## src/rtl/change_pkg.sv

```systemverilog
// Shared FSM state codes, coin denominations and coin-select encoding
// for the change dispenser.
package change_pkg;

  localparam logic [2:0] ST_IDLE   = 3'd0;
  localparam logic [2:0] ST_SELECT = 3'd1;
  localparam logic [2:0] ST_EJECT  = 3'd2;
  localparam logic [2:0] ST_DONE   = 3'd3;
  localparam logic [2:0] ST_FAULT  = 3'd4;

  // Denominations in 5-cent units
  localparam int DEN_N = 1;
  localparam int DEN_D = 2;
  localparam int DEN_Q = 5;

  typedef enum logic [1:0] {COIN_NONE, COIN_N, COIN_D, COIN_Q} coin_e;

endpackage

```

## src/rtl/change_coin_select.sv

```systemverilog
// Greedy coin picker: largest denomination that fits the remaining amount
// and is still in stock.
module change_coin_select
  import change_pkg::*;
#(
  parameter int AMT_W = 4
) (
  input  logic [AMT_W-1:0] remaining,
  input  logic             has_n,
  input  logic             has_d,
  input  logic             has_q,
  output coin_e            coin,
  output logic [AMT_W-1:0] denom
);

  always_comb begin
    coin  = COIN_NONE;
    denom = '0;
    if (remaining >= AMT_W'(DEN_Q) && has_q) begin
      coin  = COIN_Q;
      denom = AMT_W'(DEN_Q);
    end else if (remaining >= AMT_W'(DEN_D) && has_d) begin
      coin  = COIN_D;
      denom = AMT_W'(DEN_D);
    end else if (remaining >= AMT_W'(DEN_N) && has_n) begin
      coin  = COIN_N;
      denom = AMT_W'(DEN_N);
    end
  end

endmodule

```

## src/rtl/change_dispenser.sv

```systemverilog
// Change payout controller: pays a request coin by coin over an eject/ack
// handshake. Define CHANGE_TIMEOUT_EN to add the hopper timeout fault.
//
// state  | meaning
// IDLE   | waiting for a request, inventory may be loaded
// SELECT | pick next coin (or finish)
// EJECT  | eject_* held until hopper_ack
// DONE   | one-cycle completion report
// FAULT  | hopper timeout, left only by reset
module change_dispenser
  import change_pkg::*;
#(
  parameter int AMT_W       = 4,
  parameter int INV_W       = 6,
  parameter int TIMEOUT_CYC = 1000
) (
  input  logic             clk,
  input  logic             reset,
  input  logic             req_valid,
  input  logic [AMT_W-1:0] req_amount,
  output logic             req_ready,
  output logic             eject_n,
  output logic             eject_d,
  output logic             eject_q,
  input  logic             hopper_ack,
  input  logic             inv_load,
  input  logic [INV_W-1:0] inv_n_in,
  input  logic [INV_W-1:0] inv_d_in,
  input  logic [INV_W-1:0] inv_q_in,
  output logic [INV_W-1:0] inv_n,
  output logic [INV_W-1:0] inv_d,
  output logic [INV_W-1:0] inv_q,
  output logic             busy,
  output logic             done,
  output logic             done_short,
  output logic [AMT_W-1:0] short_amount,
  output logic             fault
);

  logic [2:0]       state;
  logic [AMT_W-1:0] remaining;
  coin_e            coin;
  logic [AMT_W-1:0] denom;
  coin_e            pick;
  logic [AMT_W-1:0] pick_denom;

  change_coin_select #(.AMT_W(AMT_W)) u_select (
    .remaining (remaining),
    .has_n     (inv_n != '0),
    .has_d     (inv_d != '0),
    .has_q     (inv_q != '0),
    .coin      (pick),
    .denom     (pick_denom)
  );

`ifdef CHANGE_TIMEOUT_EN
  localparam int TMR_W = $clog2(TIMEOUT_CYC + 1);
  logic [TMR_W-1:0] tmr;

  // Down-counter armed while selecting so it starts fresh on EJECT entry
  always_ff @(posedge clk) begin
    if (reset)
      tmr <= '0;
    else if (state == ST_SELECT)
      tmr <= TMR_W'(TIMEOUT_CYC - 1);
    else if (state == ST_EJECT && tmr != '0)
      tmr <= tmr - 1'b1;
  end
`endif

  always_ff @(posedge clk) begin
    if (reset) begin
      state     <= ST_IDLE;
      remaining <= '0;
      coin      <= COIN_NONE;
      denom     <= '0;
      inv_n     <= '0;
      inv_d     <= '0;
      inv_q     <= '0;
    end else begin
      case (state)
        ST_IDLE: begin
          if (inv_load) begin
            inv_n <= inv_n_in;
            inv_d <= inv_d_in;
            inv_q <= inv_q_in;
          end
          if (req_valid) begin
            remaining <= req_amount;
            state     <= ST_SELECT;
          end
        end
        ST_SELECT: begin
          if (pick == COIN_NONE) begin
            state <= ST_DONE;
          end else begin
            coin  <= pick;
            denom <= pick_denom;
            state <= ST_EJECT;
          end
        end
        ST_EJECT: begin
          if (hopper_ack) begin
            remaining <= remaining - denom;
            case (coin)
              COIN_N:  inv_n <= inv_n - 1'b1;
              COIN_D:  inv_d <= inv_d - 1'b1;
              COIN_Q:  inv_q <= inv_q - 1'b1;
              default: ;
            endcase
            state <= ST_SELECT;
          end
`ifdef CHANGE_TIMEOUT_EN
          else if (tmr == '0) begin
            state <= ST_FAULT;
          end
`endif
        end
        ST_DONE:  state <= ST_IDLE;
        ST_FAULT: state <= ST_FAULT;
        default:  state <= ST_IDLE;
      endcase
    end
  end

  assign req_ready    = (state == ST_IDLE);
  assign busy         = (state != ST_IDLE);
  assign eject_n      = (state == ST_EJECT) && (coin == COIN_N);
  assign eject_d      = (state == ST_EJECT) && (coin == COIN_D);
  assign eject_q      = (state == ST_EJECT) && (coin == COIN_Q);
  assign done         = (state == ST_DONE);
  assign done_short   = done && (remaining != '0);
  assign short_amount = done ? remaining : '0;

`ifdef CHANGE_TIMEOUT_EN
  assign fault = (state == ST_FAULT);
`else
  assign fault = 1'b0;
`endif

endmodule
```

## config.mk

```make
export PLATFORM = sky130hd
export DESIGN_NAME = change_dispenser
export DESIGN_NICKNAME = d
export VERILOG_FILES = /design/src/rtl/change_pkg.sv /design/src/rtl/change_coin_select.sv /design/src/rtl/change_dispenser.sv
export SDC_FILE = /design/constraint.sdc
export NUM_CORES = 1
export LEC_CHECK = 0
export BUFFER_PORTS_ARGS = -buffer_cell sky130_fd_sc_hd__buf_2
export CAP_MARGIN = 15
export CORE_AREA = 10 10 74 76
export CTS_CLUSTER_SIZE = 16
export DETAILED_ROUTE_END_ITERATION = 10
export DIE_AREA = 0 0 84 86
export PLACE_DENSITY = 0.83
export SLEW_MARGIN = 20
export SYNTH_ARGS = -nofsm -noshare
export SYNTH_HDL_FRONTEND = slang
export SYNTH_HIERARCHICAL = 1
export SYNTH_SLANG_ARGS = --single-unit
```

## constraint.sdc

```tcl
create_clock -name clk -period 2.1 [get_ports clk]
set_input_delay 0.63 -clock clk [delete_from_list [all_inputs] [get_ports clk]]
set_output_delay 0.63 -clock clk [all_outputs]
set_load 0.02 [all_outputs]
```

# Word-level counts from Yosys, hierarchy flattened
# Index checks and enable logic that the tools add are counted.
# op_classes
add_sub_neg,4
magnitude_cmp,3
n_eq_ne,13
mux,26
bitwise_logic,1
n_reduce_logical,21
# ops
op,n
6-bit 2-to-1 mux,9
6-bit one-hot mux with 2 select lines,3
4-bit 2-to-1 mux,5
6-bit nonzero test,3
6-bit by 1-bit subtractor with 6-bit output (second input constant),3
3-bit one-hot mux with 4 select lines,1
4-bit AND reduction,3
2-bit by 1-bit != test with 1-bit output (second input constant),4
4-bit one-hot mux with 2 select lines,1
1-bit logical AND,7
3-bit by 2-bit equality test with 1-bit output (second input constant),2
3-bit 2-to-1 mux,2
2-bit equality test (second input constant),2
4-bit by 1-bit >= comparator with 1-bit output (second input constant),1
4-bit by 2-bit >= comparator with 1-bit output (second input constant),1
4-bit by 3-bit >= comparator with 1-bit output (second input constant),1
2-bit 2-to-1 mux,2
2-bit != test (second input constant),2
2-bit AND reduction,2
4-bit nonzero test,1
4-bit subtractor,1
3-bit by 1-bit equality test with 1-bit output (second input constant),1
3-bit equality test (second input constant),1
3-bit logical NOT,1
other kinds (7),9
# totals
regBits,31
input_bits,27
word_cells,75

# Depth between registers and ports, before layout
# depth
ltp_word,8
mapped_depth,11
depth_no_buf,10

# Hierarchy
# The synthesis kept the hierarchy.
# by_module_without_submodules
mod,n_inst,cells_each,area_each_um2
change_dispenser,1,247,1955.6
change_coin_select,1,12,85.1

# Worst setup path before layout
# OpenSTA, ideal clock, no wires.
# synth_path
kind,flip-flop to output port
from,register state[1]
to,output eject_d
arrival_ps,1629
t_required_ps,1470
setup_slack_ps,-159
path_stages_with_launch,6
path_cell_list,dfxtp_1 > buf_4 > or3b_1 > buf_6 > buf_2 > nor3b_1
# synth_between
elab_chain_cells,2
# synth_lines
element,line,text
"start, declared",change_dispenser.sv:40,logic [2:0] state;
"start signal, assigned",change_dispenser.sv:73,state <= ST_IDLE;
"start signal, assigned",change_dispenser.sv:90,state <= ST_SELECT;
"start signal, assigned",change_dispenser.sv:95,state <= ST_DONE;
3-bit by 2-bit equality test with 1-bit output,change_dispenser.sv:129,assign eject_d = (state == ST_EJECT) && (coin == COIN_D);
1-bit logical AND,change_dispenser.sv:129,
"end, declared",change_dispenser.sv:23,"output logic eject_d,"
# No other way between the ends.

# Worst setup path in the final report
# layout_path
from,register state[1]
to,output done_short
# layout_between
elab_chain_cells,2
# layout_lines
element,line,text
3-bit by 2-bit equality test with 1-bit output,change_dispenser.sv:131,assign done = (state == ST_DONE);
1-bit logical AND,change_dispenser.sv:132,assign done_short = done && (remaining != '0);
"end, declared",change_dispenser.sv:35,"output logic done_short,"
# No other way between the ends.

==> impl_results.md <==
- Status: finished, final reports clean
- Boundary Pins: 57
- Syn Area/Cell: 7.88 µm²
- NetSw: 0.000620 W
- First-pass GRT wire length: 9490 µm
- Layout area overhead: 23.1%
- Area of the die: 7220 µm²
- CTS sink count: 31
- Hold crit path type: flip-flop to flip-flop
- CP arrival: 1.41 ns
- Worst R2R End: denom[2]$_SDFFE_PP0P_
- Reg2reg path depth: 10
- Met1 wire length: 2350 µm
- Synth Cell Area: 2040 µm²
- Via count: 2054
- Delay-heaviest family, CP: flip-flops
- Crit path cell chain: buf_12 > and3b_1 > o41a_1 > buf_2
- Port-buffer cells: between 50 and 60
- Detailed-route vias per instance: 5.66
- Critical path class: flip-flop to primary output
- CTS tree: done
- Crit path from: state[1]$_SDFFE_PP0P_
- CTS buffer count: 5
- CP max stage delay: 0.38 ns
- Max_cap viols: 0
- CP Buf/Inv Count: 2
- Rows: 23
- Measured slew at the worst slew-check pin: 0.540 ns
- Power per cell area: 738 nW/µm²
- CP Depth: 4
- Clock Power Share: 34.0%
- Uppermost routed layer: met4
- Unrepaired setup endpoints after global routing: no
- Finish-stage setup viols: 0
- 1st-iter DRT viols: 98
- Post-synthesis sequential area ratio: 30.4%
- Drt drc: 0
- Routability cong.: 0.797
- Max Fanout on Critical Path: 14
- DR pass1 iterations: 4
- # Post-CTS Setup Buffers: 0
- ANT cells: 0
- Met3 WL: 431 µm
- Final wirelength: about 5800 µm
- Share of cells above drive strength 1: 28.4%
- Reg clk slew, reported paths: 0.07 ns
- Max clock buf depth: 2
- DR WL met2: 2900 µm
- VDD IR max: approximately 460 µV
- Worst hold slack: 0.504 ns
- #FFs+latches synth: 31
- Sw Ratio: 33.5%
- Reg2reg setup slack: 0.22 ns
- Fill cells: about 360
- Gr usage total: 15.6%
- Slew headroom: between 60% and 70%
- Final hold vios: 0
- Number of library cell types mapped by synthesis: 55
- Antenna violations before repair: 0
- Slew Limit Fails: 0
- Synth warnings: 6
- CTS H-tree lvls: 2
- RR Startpoint: inv_d[0]$_SDFFE_PP0P_
- Synthesized Nets: 296
- Fmax: between 400 and 500 MHz
- Int Power: 0.00123 W
- Seq pwr share: about 38%
- Fin crit period: 2.04 ns
- Setup TNS: 0 ns
- CP Capture Type: primary output
- Nets: about 350
- Comb power frac: between 20% and 30%
- Clock Skew: 0.00872 ns
- Synth Instances: 259
- Die Y: roughly 86 µm
- Largest net degree at the start of global routing: 29
- Detailed placer's ending HPWL: 4130 µm
- Drt wl/cell: 15.9 µm
- Core region area: ~4000 µm²
- Static leakage: 1.09 nW
- Skew-Pair Late Insertion Delay: 0.30 ns
- Critical Path End: done_short
- Worst path required time: approximately 1.5 ns
- Tcrit/Tclk final: approximately 100%
- GRT overflow: 0
- Root Driver: clkbuf_8
- Initial Util: slightly above 50%
- Die W: 84 µm
- Crit start category: flip-flop
- Vias in the first global route: 1974
- ANT nets after route: 0
- Slowest CP cell: dfxtp_4
-- sequential cells by signal, summed over array words and instances, names as in the netlist --
signal	flops
remaining	4
inv_n	6
inv_d	6
state	3
coin	2
denom	4
inv_q	6
-- worst min path at each step --
stage,end,depth (start not counted),slack (ns),startpoint
2_1_floorplan,denom[1]$_SDFFE_PP0P_,2,0.46,denom[1]$_SDFFE_PP0P_
3_5_place_dp,inv_n[5]$_SDFFE_PP0P_,2,0.49,inv_n[5]$_SDFFE_PP0P_
6_report,state[2]$_SDFFE_PP0P_,1,0.50,state[0]$_SDFFE_PP0P_
5_1_grt,inv_n[5]$_SDFFE_PP0P_,2,0.53,inv_n[5]$_SDFFE_PP0P_
3_3_place_gp,inv_d[1]$_SDFFE_PP0P_,2,0.48,inv_d[1]$_SDFFE_PP0P_
4_1_cts,inv_d[1]$_SDFFE_PP0P_,2,0.50,inv_d[1]$_SDFFE_PP0P_
-- layer usage --
layer	up-vias	global-route usage (%)
met2	69	26.2
met3	10	5.30
li1	1019	-
met5	-	0
met4	0	5.33
met1	956	18.0
-- power by group through the flow --
stage	clock, W	combinational [W]	sequential [W]
2_1_floorplan	0	0.000336	0.000736
3_3_place_gp	0	0.000484	0.000709
3_5_place_dp	0	0.000496	0.000713
4_1_cts	0.000634	0.000502	0.000700
5_1_grt	0.000659	0.000579	0.000713
6_report	0.000630	0.000519	0.000704
-- cell usage after synthesis, drive strengths merged --
library cell | count | area (µm²)
and2 | 5 | 31.3
nor4 | 4 | 25.0
a21oi | 22 | 110
fa | 1 | 20.0
and3b | 1 | 8.76
a31oi | 2 | 12.5
a311oi | 1 | 8.76
a21boi | 3 | 22.5
o21ai | 22 | 114
xnor2 | 1 | 8.76
nor3 | 5 | 25.0
xor2 | 1 | 8.76
o211ai | 2 | 15.0
dfxtp | 31 | 621
a211oi | 7 | 57.6
ha | 9 | 113
a211o | 1 | 8.76
buf | 8 | 61.3
o31a | 3 | 26.3
nand2b | 6 | 37.5
nand3 | 3 | 15.0
and4 | 3 | 26.3
nor2 | 29 | 116
nand4 | 2 | 12.5
nand2 | 20 | 75.1
mux2 | 3 | 33.8
nor3b | 4 | 40.0
nand3b | 1 | 7.51
clkbuf | 8 | 31.3
nor4b | 1 | 8.76
and3 | 4 | 25.0
nor2b | 9 | 56.3
conb | 2 | 7.51
or3b | 1 | 8.76
o41a | 1 | 11.3
and4b | 2 | 20.0
or2 | 1 | 6.26
mux2i | 5 | 50.1
or3 | 2 | 12.5
o31ai | 1 | 21.3
o21a | 4 | 30.0
inv | 15 | 56.3
o32ai | 3 | 33.8
-- cells by family after synthesis --
| kind of cell | after synthesis | share of synthesized area [%] |
|---|---|---|
| other | 2 | 0.368 |
| flip-flops | 31 | 30.4 |
| buffers and inverters | 31 | 7.30 |
| XOR/XNOR | 2 | 0.859 |
| adder cells (fa/ha/maj) | 10 | 6.50 |
| multiplexers | 8 | 4.11 |
| AND/OR/NAND/NOR | 103 | 27.3 |
| AO/OA/AOI/OAI | 72 | 23.1 |
-- cell type report --
class / instances / area (µm²) / share of cell area [%]
Timing Repair Buffer: 62 / 358 / 14.3
Clock inverter: 2 / 35.0 / 1.40
Multi-Input combinational cell: 197 / 1290 / 51.4
Tap cell: 50 / 62.6 / 2.49
Clock buffer: 6 / 82.6 / 3.29
Sequential cell: 31 / 627 / 25.0
Inverter: 15 / 56.3 / 2.24
-- per-stage QoR --
step	std cells	cell area (µm²)	util [%]	setup WS (ns)	power, W
6_report	363	2510	63.2	0.0581	0.00185
5_1_grt	363	2510	63.2	0.00472	0.00195
4_1_cts	362	2470	62.1	0.000456	0.00184
3_5_place_dp	354	2350	59.1	0.0624	0.00121
3_3_place_gp	354	2350	59.1	0.232	0.00119
2_1_floorplan	259	2050	-	0.0359	0.00107
-- repair_timing --
item	in CTS	in global routing
gates resized for setup	0	7
hold buffers	0	0
setup endpoints to repair	0	12
-- layout by cell type, fill, tap and decap left out, types with 4 or more instances in the layout --
cell type,instances
a211oi_1,6
a21oi_1,22
and2_1,4
and3_1,4
buf_2,55
buf_4,5
clkbuf_8,6
dfxtp_1,28
ha_1,9
inv_1,14
mux2i_1,5
nand2_1,20
nand2b_1,6
nor2_1,26
nor2b_1,8
nor3_1,5
nor4_1,4
o21a_1,4
o21ai_0,16
o21ai_1,5
Power figures use the tool's default switching activity.
